[config.mk]
export PLATFORM = sky130hd
export DESIGN_NAME = life_evo_seq
export DESIGN_NICKNAME = d
export VERILOG_FILES = /design/src/rtl/life_pkg.sv /design/src/rtl/life_cell_rule.sv /design/src/rtl/life_evo_seq.sv
export SDC_FILE = /design/constraint.sdc
export NUM_CORES = 2
export LEC_CHECK = 0
export BUFFER_PORTS_ARGS = -buffer_cell sky130_fd_sc_hd__buf_4
export CAP_MARGIN = 20
export CORE_AREA = 8 8 600 602
export CTS_CLUSTER_SIZE = 30
export DETAILED_ROUTE_END_ITERATION = 7
export DIE_AREA = 0 0 608 610
export GPL_TIMING_DRIVEN = 1
export PLACE_DENSITY = 0.39
export SYNTH_ARGS = -nofsm -noshare
export SYNTH_HDL_FRONTEND = slang
export SYNTH_SLANG_ARGS = --single-unit
export TNS_END_PERCENT = 5
[constraint.sdc]
create_clock -name clk -period 10.3 [get_ports clk]
set_clock_uncertainty 0.05 [all_clocks]
set_input_delay 0 -clock clk [delete_from_list [all_inputs] [get_ports clk]]
set_output_delay 0 -clock clk [all_outputs]
set_load 0.1 [all_outputs]
[src/rtl/life_pkg.sv]
// Shared constants, state encoding and neighbour-count helper for the
// Game-of-Life generation engine.
package life_pkg;

    localparam int GRID_N = 32;
    localparam int GRID_M = 24;

    typedef enum logic [0:0] {
        IDLE = 1'b0,
        CALC = 1'b1
    } evo_state_t;

    // Eight one-bit neighbours summed into 4 bits so a full count of 8 cannot overflow.
    function automatic logic [3:0] count_nbrs(input logic [7:0] nbr);
        logic [3:0] cnt;
        cnt = 4'd0;
        for (int k = 0; k < 8; k++) begin
            cnt = cnt + {3'b000, nbr[k]};
        end
        return cnt;
    endfunction

endpackage

[src/rtl/life_cell_rule.sv]
// B3/S23 update for a single cell given its current state and eight neighbours.
module life_cell_rule
    import life_pkg::*;
(
    input  logic       alive,
    input  logic [7:0] nbr,
    output logic       alive_next
);

    logic [3:0] cnt_s;

    // Birth on exactly three neighbours, survival on two or three.
    always_comb begin
        cnt_s      = count_nbrs(nbr);
        alive_next = (cnt_s == 4'd3) | (alive & (cnt_s == 4'd2));
    end

endmodule

[src/rtl/life_evo_seq.sv]
// Sequential Game-of-Life engine: snapshots the board on start, then writes
// one row of the next generation per clock and pulses done after the last row.
module life_evo_seq
    import life_pkg::*;
#(
    parameter int P_PARAM_N = GRID_N,
    parameter int P_PARAM_M = GRID_M
) (
    input  logic                           clk,
    input  logic                           rst_n,
    input  logic                           start,
    input  logic [P_PARAM_N*P_PARAM_M-1:0] prev,
    output logic [P_PARAM_N*P_PARAM_M-1:0] next,
    output logic                           busy,
    output logic                           done
);

    localparam int N     = P_PARAM_N;
    localparam int M     = P_PARAM_M;
    localparam int B     = N * M;
    localparam int ROW_W = (M > 1) ? $clog2(M) : 1;
    localparam logic [ROW_W-1:0] LAST_ROW = ROW_W'(M - 1);

    evo_state_t       state_q, state_d;
    logic [ROW_W-1:0] row_q, row_d;
    logic [B-1:0]     snap_q, snap_d;
    logic [B-1:0]     next_q, next_d;
    logic             busy_q, busy_d;
    logic             done_q, done_d;

    // Padded rows: bit 0 and bit N+1 are the dead columns outside the board.
    logic [N+1:0]     up_s, mid_s, dn_s;
    logic [N-1:0]     row_new_s;

    // Select snapshot rows r-1, r, r+1 around the active row, dead outside the board.
    always_comb begin
        up_s  = '0;
        mid_s = '0;
        dn_s  = '0;
        mid_s[N:1] = snap_q[int'(row_q)*N +: N];
        if (row_q != '0) begin
            up_s[N:1] = snap_q[(int'(row_q) - 1)*N +: N];
        end else begin
            up_s[N:1] = '0;
        end
        if (row_q != LAST_ROW) begin
            dn_s[N:1] = snap_q[(int'(row_q) + 1)*N +: N];
        end else begin
            dn_s[N:1] = '0;
        end
    end

    for (genvar j = 0; j < N; j++) begin : g_cell
        life_cell_rule u_rule (
            .alive      (mid_s[j+1]),
            .nbr        ({up_s[j], up_s[j+1], up_s[j+2],
                          mid_s[j],            mid_s[j+2],
                          dn_s[j], dn_s[j+1], dn_s[j+2]}),
            .alive_next (row_new_s[j])
        );
    end

    // Next-state logic: accept start only in IDLE, write one row per CALC cycle.
    always_comb begin
        state_d = state_q;
        row_d   = row_q;
        snap_d  = snap_q;
        next_d  = next_q;
        busy_d  = busy_q;
        done_d  = 1'b0;
        case (state_q)
            IDLE: begin
                if (start) begin
                    state_d = CALC;
                    snap_d  = prev;
                    row_d   = '0;
                    busy_d  = 1'b1;
                end else begin
                    busy_d  = 1'b0;
                end
            end
            CALC: begin
                next_d[int'(row_q)*N +: N] = row_new_s;
                // Explicit compare against the last row so a non-power-of-two M never wraps.
                if (row_q == LAST_ROW) begin
                    state_d = IDLE;
                    row_d   = '0;
                    busy_d  = 1'b0;
                    done_d  = 1'b1;
                end else begin
                    row_d   = row_q + ROW_W'(1);
                    busy_d  = 1'b1;
                end
            end
            default: begin
                state_d = IDLE;
                row_d   = '0;
                busy_d  = 1'b0;
            end
        endcase
    end

    // State registers; reset clears any partial generation immediately.
    always_ff @(posedge clk or negedge rst_n) begin
        if (!rst_n) begin
            state_q <= IDLE;
            row_q   <= '0;
            snap_q  <= '0;
            next_q  <= '0;
            busy_q  <= 1'b0;
            done_q  <= 1'b0;
        end else begin
            state_q <= state_d;
            row_q   <= row_d;
            snap_q  <= snap_d;
            next_q  <= next_d;
            busy_q  <= busy_d;
            done_q  <= done_d;
        end
    end

    assign next = next_q;
    assign busy = busy_q;
    assign done = done_q;

endmodule
======== Yosys cells after proc, flatten, opt, wreduce, memory -nomap -nowiden ========
Cells that the tools add are included.
Widths: inputs -> output; s select.
operators by class
  $add $sub $neg .......................... 221
  equal/unequal tests ..................... 67
  shift-type cells ........................ 5
  muxes and demuxes ....................... 11
  bitwise gates (word level) .............. 65
  reductions and logical operators ........ 2
operator list
  operator                   number
  $shiftx 768x11->32         2
  $bwmux 768                 1
  $shift 32x33->768 const A  1
  $shiftx 32x33->768         1
  $shiftx 768x12->32         1
  $add 4x1->4                186
  $eq 4x2->1 const B         64
  $mux 32                    2
  $add 1x1->2                31
  $neg 10->33                1
  $and 1x1->1                32
  $or 1x1->1                 32
  $mux 5                     2
  $pmux 5 s2                 1
  $add 5x1->6 const B        1
  $sub 5x1->6 const B        1
  $add 5x1->5 const B        1
  $eq 5x5->1 const B         1
  $ne 5x5->1 const B         1
  $reduce_bool 5->1          1
  $mux 1                     4
  $ne 2x2->1 const B         1
  $pmux 1 s2                 1
  $reduce_and 2->1           1
  $not 1->1                  1
word-level totals
  register bits ........................... 1543
  input port bits ......................... 771
  output and inout port bits .............. 770
  logic and storage cells ................. 376

======== Logic depth before layout (Yosys ltp) ========
  word-level depth ........................ 15
  gate-level depth with buffers ........... 32
  mapped depth without buffers ............ 19

======== Hierarchy ========
A second synthesis with hierarchy kept.
unflattened totals
  cells, all modules ...................... 6508
  area, all modules ....................... 84813.8 sq um
modules (own cells, without submodules)
  module          times used  cells each  area an instance (sq um)  seq. area each (sq um)
  life_evo_seq    1           5772        78407.7                   38612.0
  life_cell_rule  32          23          200.2                     0.0

======== Worst setup path before layout ========
No wires, ideal clock.
  path type ............................... register to register
  start point ............................. register row_q[0]
  end point ............................... register next_q[121] (netlist: next[121])
  setup time .............................. 0.095 ns
  data arrival time ....................... 7.143 ns
  required time ........................... 10.155 ns
  path slack .............................. 3.011 ns
  cell stages (with the launch flop) ...... 28
  path buffers ............................ 12
  period minus slack after synthesis ...... 7.289 ns
  path through ............................ dfrtp_1 > buf_4 > buf_6 > inv_1 > buf_2 > clkbuf_1 > clkbuf_1 > ha_1 > clkbuf_1 > xor2_1 > buf_4 > buf_2 > buf_2 > buf_2 > clkbuf_1 > a311oi_1 > nor4_1 > fa_1 > fa_1 > inv_1 > fa_1 > fa_1 > nor2_1 > nand3_1 > a21oi_1 > clkbuf_1 > nand2_1 > o31ai_1
between the ends
  cells in the longest elaborated chain, start to end .. 15
  elaborated cells on any way between the ends .. 358
  classes of those cells .................. add/sub: 220; eq/ne: 65; shift: 5; mux: 3; bitwise: 64; reduce/logical: 1
RTL lines
  item                      line                  source
  start, declared           life_evo_seq.sv:25    logic [ROW_W-1:0] row_q, row_d;
  start signal, assigned    life_evo_seq.sv:114   row_q <= row_d;
  $add 5x1->6               life_evo_seq.sv:47    dn_s[N:1] = snap_q[(int'(row_q) + 1)*N +: N];
  $shiftx 768x12->32        life_evo_seq.sv:47
  $mux 32                   life_evo_seq.sv:46    if (row_q != LAST_ROW) begin
  $add 1x1->2               life_pkg.sv:18        cnt = cnt + {3'b000, nbr[k]};
  $add 4x1->4 (6 in a row)  life_pkg.sv:18
  $eq 4x2->1                life_cell_rule.sv:15  alive_next = (cnt_s == 4'd3) | (alive & (cnt_s == 4'd2));
  $and 1x1->1               life_cell_rule.sv:15
  $or 1x1->1                life_cell_rule.sv:15
  $shiftx 32x33->768        life_evo_seq.sv:83    next_d[int'(row_q)*N +: N] = row_new_s;
  $bwmux 768 *              life_evo_seq.sv:83
  end signal, assigned      life_evo_seq.sv:116   next_q <= next_d;
  end, declared             life_evo_seq.sv:27    logic [B-1:0] next_q, next_d;
Every way passes the cells marked *; elsewhere a longest branch is shown, timed or not.
A chain may end at the register's enable or synchronous reset.

======== Final worst setup path ========
  start point ............................. register row_q[1]
  end point ............................... register next_q[439] (netlist: next[439])
The elaborated chain is that of the path after synthesis.

==> results.md <==
* Status: finished, final reports clean
* Post-CTS sizing at 0
* Synth top area share at a little under half
* Layout Utilization at a little over a third
* Mapped Area at 0.0857 mm^2
* Cell family with most CP delay: adder cells
* Layout net count at 11,600
* GR Util All Layers at 27.9%
* Top cells by area, synth: dfrtp_1, mux2_2, mux4_2
* Syn_nets at 8,893
* WL/cell at 34.9 um
* Die Ht at 610 um
* Drt first pass iters at 8
* Standard-cell row count at between 200 and 250
* Crit-path cells: buf_4 > buf_4 > mux4_2 > mux4_2 > nor2_1 > nor3_1 > ha_1 > fa_1 > fa_1 > inv_1 > fa_1 > fa_1 > nand2b_1 > a21o_2 > nor3_1 > a22o_1
* Hold_buf cts at 1,537
* Dpl hpwl at 399 mm
* Beginning of the critical path: row_q[1]$_DFFE_PN0P_
* IO Count at 1,541
* Reg-to-Reg End: next[439]$_DFFE_PN0P_
* CP Launch Type: flop
* Yosys cell types at 83
* Slew margin rel. at 13.9%
* Residual DRC at 0
* Levels on crit path at 16
* Post-synth top area cell: dfrtp_1
* Most used cell, CP: fa_1
* Crit path arrival time at 8.83 ns
* Finished layout cell area at between 0.1 and 0.15 mm^2
* Syn_area_per_cell at 10.8 um^2
* CTS root buffer: clkbuf_16
* Hold Fails Final Rpt at 0
* Clk slew on worst S/H paths at 0.06 ns
* Post-route setup slack at ~2.2 ns
* GR Overflow Total at 0
* Min Tclk post-route at 8.10 ns
* Min-delay worst type: in2reg
* Total number of H-tree levels at 4
* CP max stage cell: dfrtp_4
* Crit Path Max Fanout at 60
* Initial core utilization at 24.4%
* CP Class: reg2reg
* Register area share after synthesis at 45.1%
* Area growth syn-to-layout at 45.1%
* Die area at roughly 0.37 mm^2
* Starting DRT DRC Count at 7,338
* CTS Buf Count at 199
* Synth warn at 0
* Final setup violation count at 0
* # port buffers at 1,540
* Post-CTS Repair Setup Buffers at 0
* Post-synth EDFFs at 0
* Final Cycle Share at roughly four fifths
* Placed Area at 0.102 mm^2
* Dpl ws at 2.29 ns
* First-pass GRT wire length at 730 mm
* Initial antenna violation count at 95
* Vias per inst at 5.29
* CP endpoint kind: flop
* R2R Path Start: row_q[1]$_DFFE_PN0P_
* Clk buf depth at 4
* Worst R2R Setup Slack at 2.20 ns
* Fraction of layout cells with a size suffix above 1 at 30.1%
* Worst hold start: prev[174]
* CTS sink count at 1,543
* Setup TNS at 0 ns
* CP Data Required Time at 11.03 ns
* Core ar. at 0.351 mm^2
* RSZ-0062 raised after global routing: false
* Clk_lat worst skew at 0.90 ns
* Fmax at 0.123 GHz
* Worst reg-to-reg path cell count at 16
* Vias in the first global route at between 80,000 and 90,000
* CP Buf/Inv Count at 3
* Die X at 608 um
* Post-synth top flop: dfrtp_1
* Max-slew violations at 0
* Synth Instances at 7,898
* DRT antenna net count at 0
* Least-Margin Pin Slew at 1.27 ns
* Largest net degree at the start of global routing at 172
* DR vias at 81,700
* Crit path to: next[439]$_DFFE_PN0P_
* CTS tree: done
* Final wirelength at around 540 mm
* Post-synth ARST share at 100%
* CP max stage delay at 0.87 ns
* GPL Wtd Cong at 0.897
* Synth Register Bits at 1,543
* Max Cap Viol at 0
Yosys cell counts, types with 9 or more instances:
master     instances
buf_1             34
o21ai_1            9
mux2i_1          269
buf_2            224
a211o_1           29
buf_4             30
o211ai_1          40
dfrtp_1         1543
o41ai_1           42
a221oi_1         138
a22o_1           169
and3_1            39
o2bb2ai_1         31
nor2_1           106
a211oi_1          49
o21ai_0          678
nor2b_1           11
nand3_1          510
a21oi_1          113
nor3b_1           26
a22oi_1           77
fa_1             125
a221o_1           18
clkbuf_1         454
nor3_1           174
nand4b_1          28
o311ai_0         112
mux4_2           276
a41o_1            25
nand3_2           10
inv_1            240
a21o_1             9
nand2_1         1038
nand2b_1          97
mux2_2           742
and4b_1           33
o211a_1           12
o22ai_1           23
ha_1              99
o31ai_1           50
and2_1            16
buf_6             25
a31oi_1           16
final cells by class:
class                   count  area [um^2]
fillers                 35200       226000
multi-input cells        5346        43400
flip-flops and latches   1543        38600
repair buffers           3304        29000
well taps                4620         5780
clock buffers             275         5590
clock inverters            78          943
inverters                 241          910
diodes                     44          110
cells by family after synthesis:
kind of cell             count (synthesis)  share of synthesized area [%]
AO/OA/AOI/OAI                         1700                           13.6
XOR/XNOR                                 4                         0.0497
adder cells (fa/ha/maj)                224                           4.37
buffers and inverters                 1009                           5.10
flip-flops                            1543                           45.1
multiplexers                          1287                           20.2
AND/OR/NAND/NOR                       2131                           11.6
worst min path at each step:
stage                                    to  depth (start not counted)
floorplan                    busy$_DFF_PN0_                          0
global placement    snap_q[564]$_DFFE_PN0P_                          1
detailed placement  snap_q[530]$_DFFE_PN0P_                          1
CTS                 snap_q[425]$_DFFE_PN0P_                          4
global route        snap_q[174]$_DFFE_PN0P_                          4
finish              snap_q[174]$_DFFE_PN0P_                          4
worst reg2reg max path, cell delays in order, from the launching register on:
cell      delay [ns]
dfrtp_4         0.87
buf_4           0.71
buf_4           0.83
mux4_2          0.51
mux4_2          0.33
nor2_1          0.07
nor3_1          0.74
ha_1            0.40
fa_1            0.50
fa_1            0.55
inv_1           0.08
fa_1            0.50
fa_1            0.48
nand2b_1        0.10
a21o_2          0.75
nor3_1          0.27
a22o_1          0.23
per-layer routing:
metal	GRT usage (%)	part of all wire (%)	wire length (um)
met2	50.9	51	276000
met1	30.7	36	195000
met5	0	0.030	164
met3	4.36	5.5	29700
met4	16.0	7.1	38000
layout by cell type, fill, tap and decap left out, types with 138 or more instances in the layout:
master	Yosys	final
nand3_1	510	495
o21ai_0	678	678
mux2_2	742	742
nor3_1	174	168
clkbuf_16	0	199
dfrtp_1	1543	1538
mux2i_1	269	269
a221oi_1	138	138
a22o_1	169	169
inv_1	240	238
nand2_1	1038	1038
buf_4	30	1742
mux4_2	276	276
dlygate4sd3_1	0	1536
state kept, by name (all words and copies together), names as in the netlist:
name / count
next: 768
busy: 1
done: 1
row_q: 5
snap_q: 768
through the flow:
stage / instances / hold WS [ns]
after floorplan: 7898 / -0.346
after global placement: 13500 / 0.0196
after detailed placement: 13500 / -0.0211
after CTS: 15400 / 0.00820
after global routing: 15400 / 0.0474
final: 15500 / 0.0793
Power is left out: the tool's default activity adds up to more than one toggle a clock period on the data nets, which glitch-free logic cannot reach.
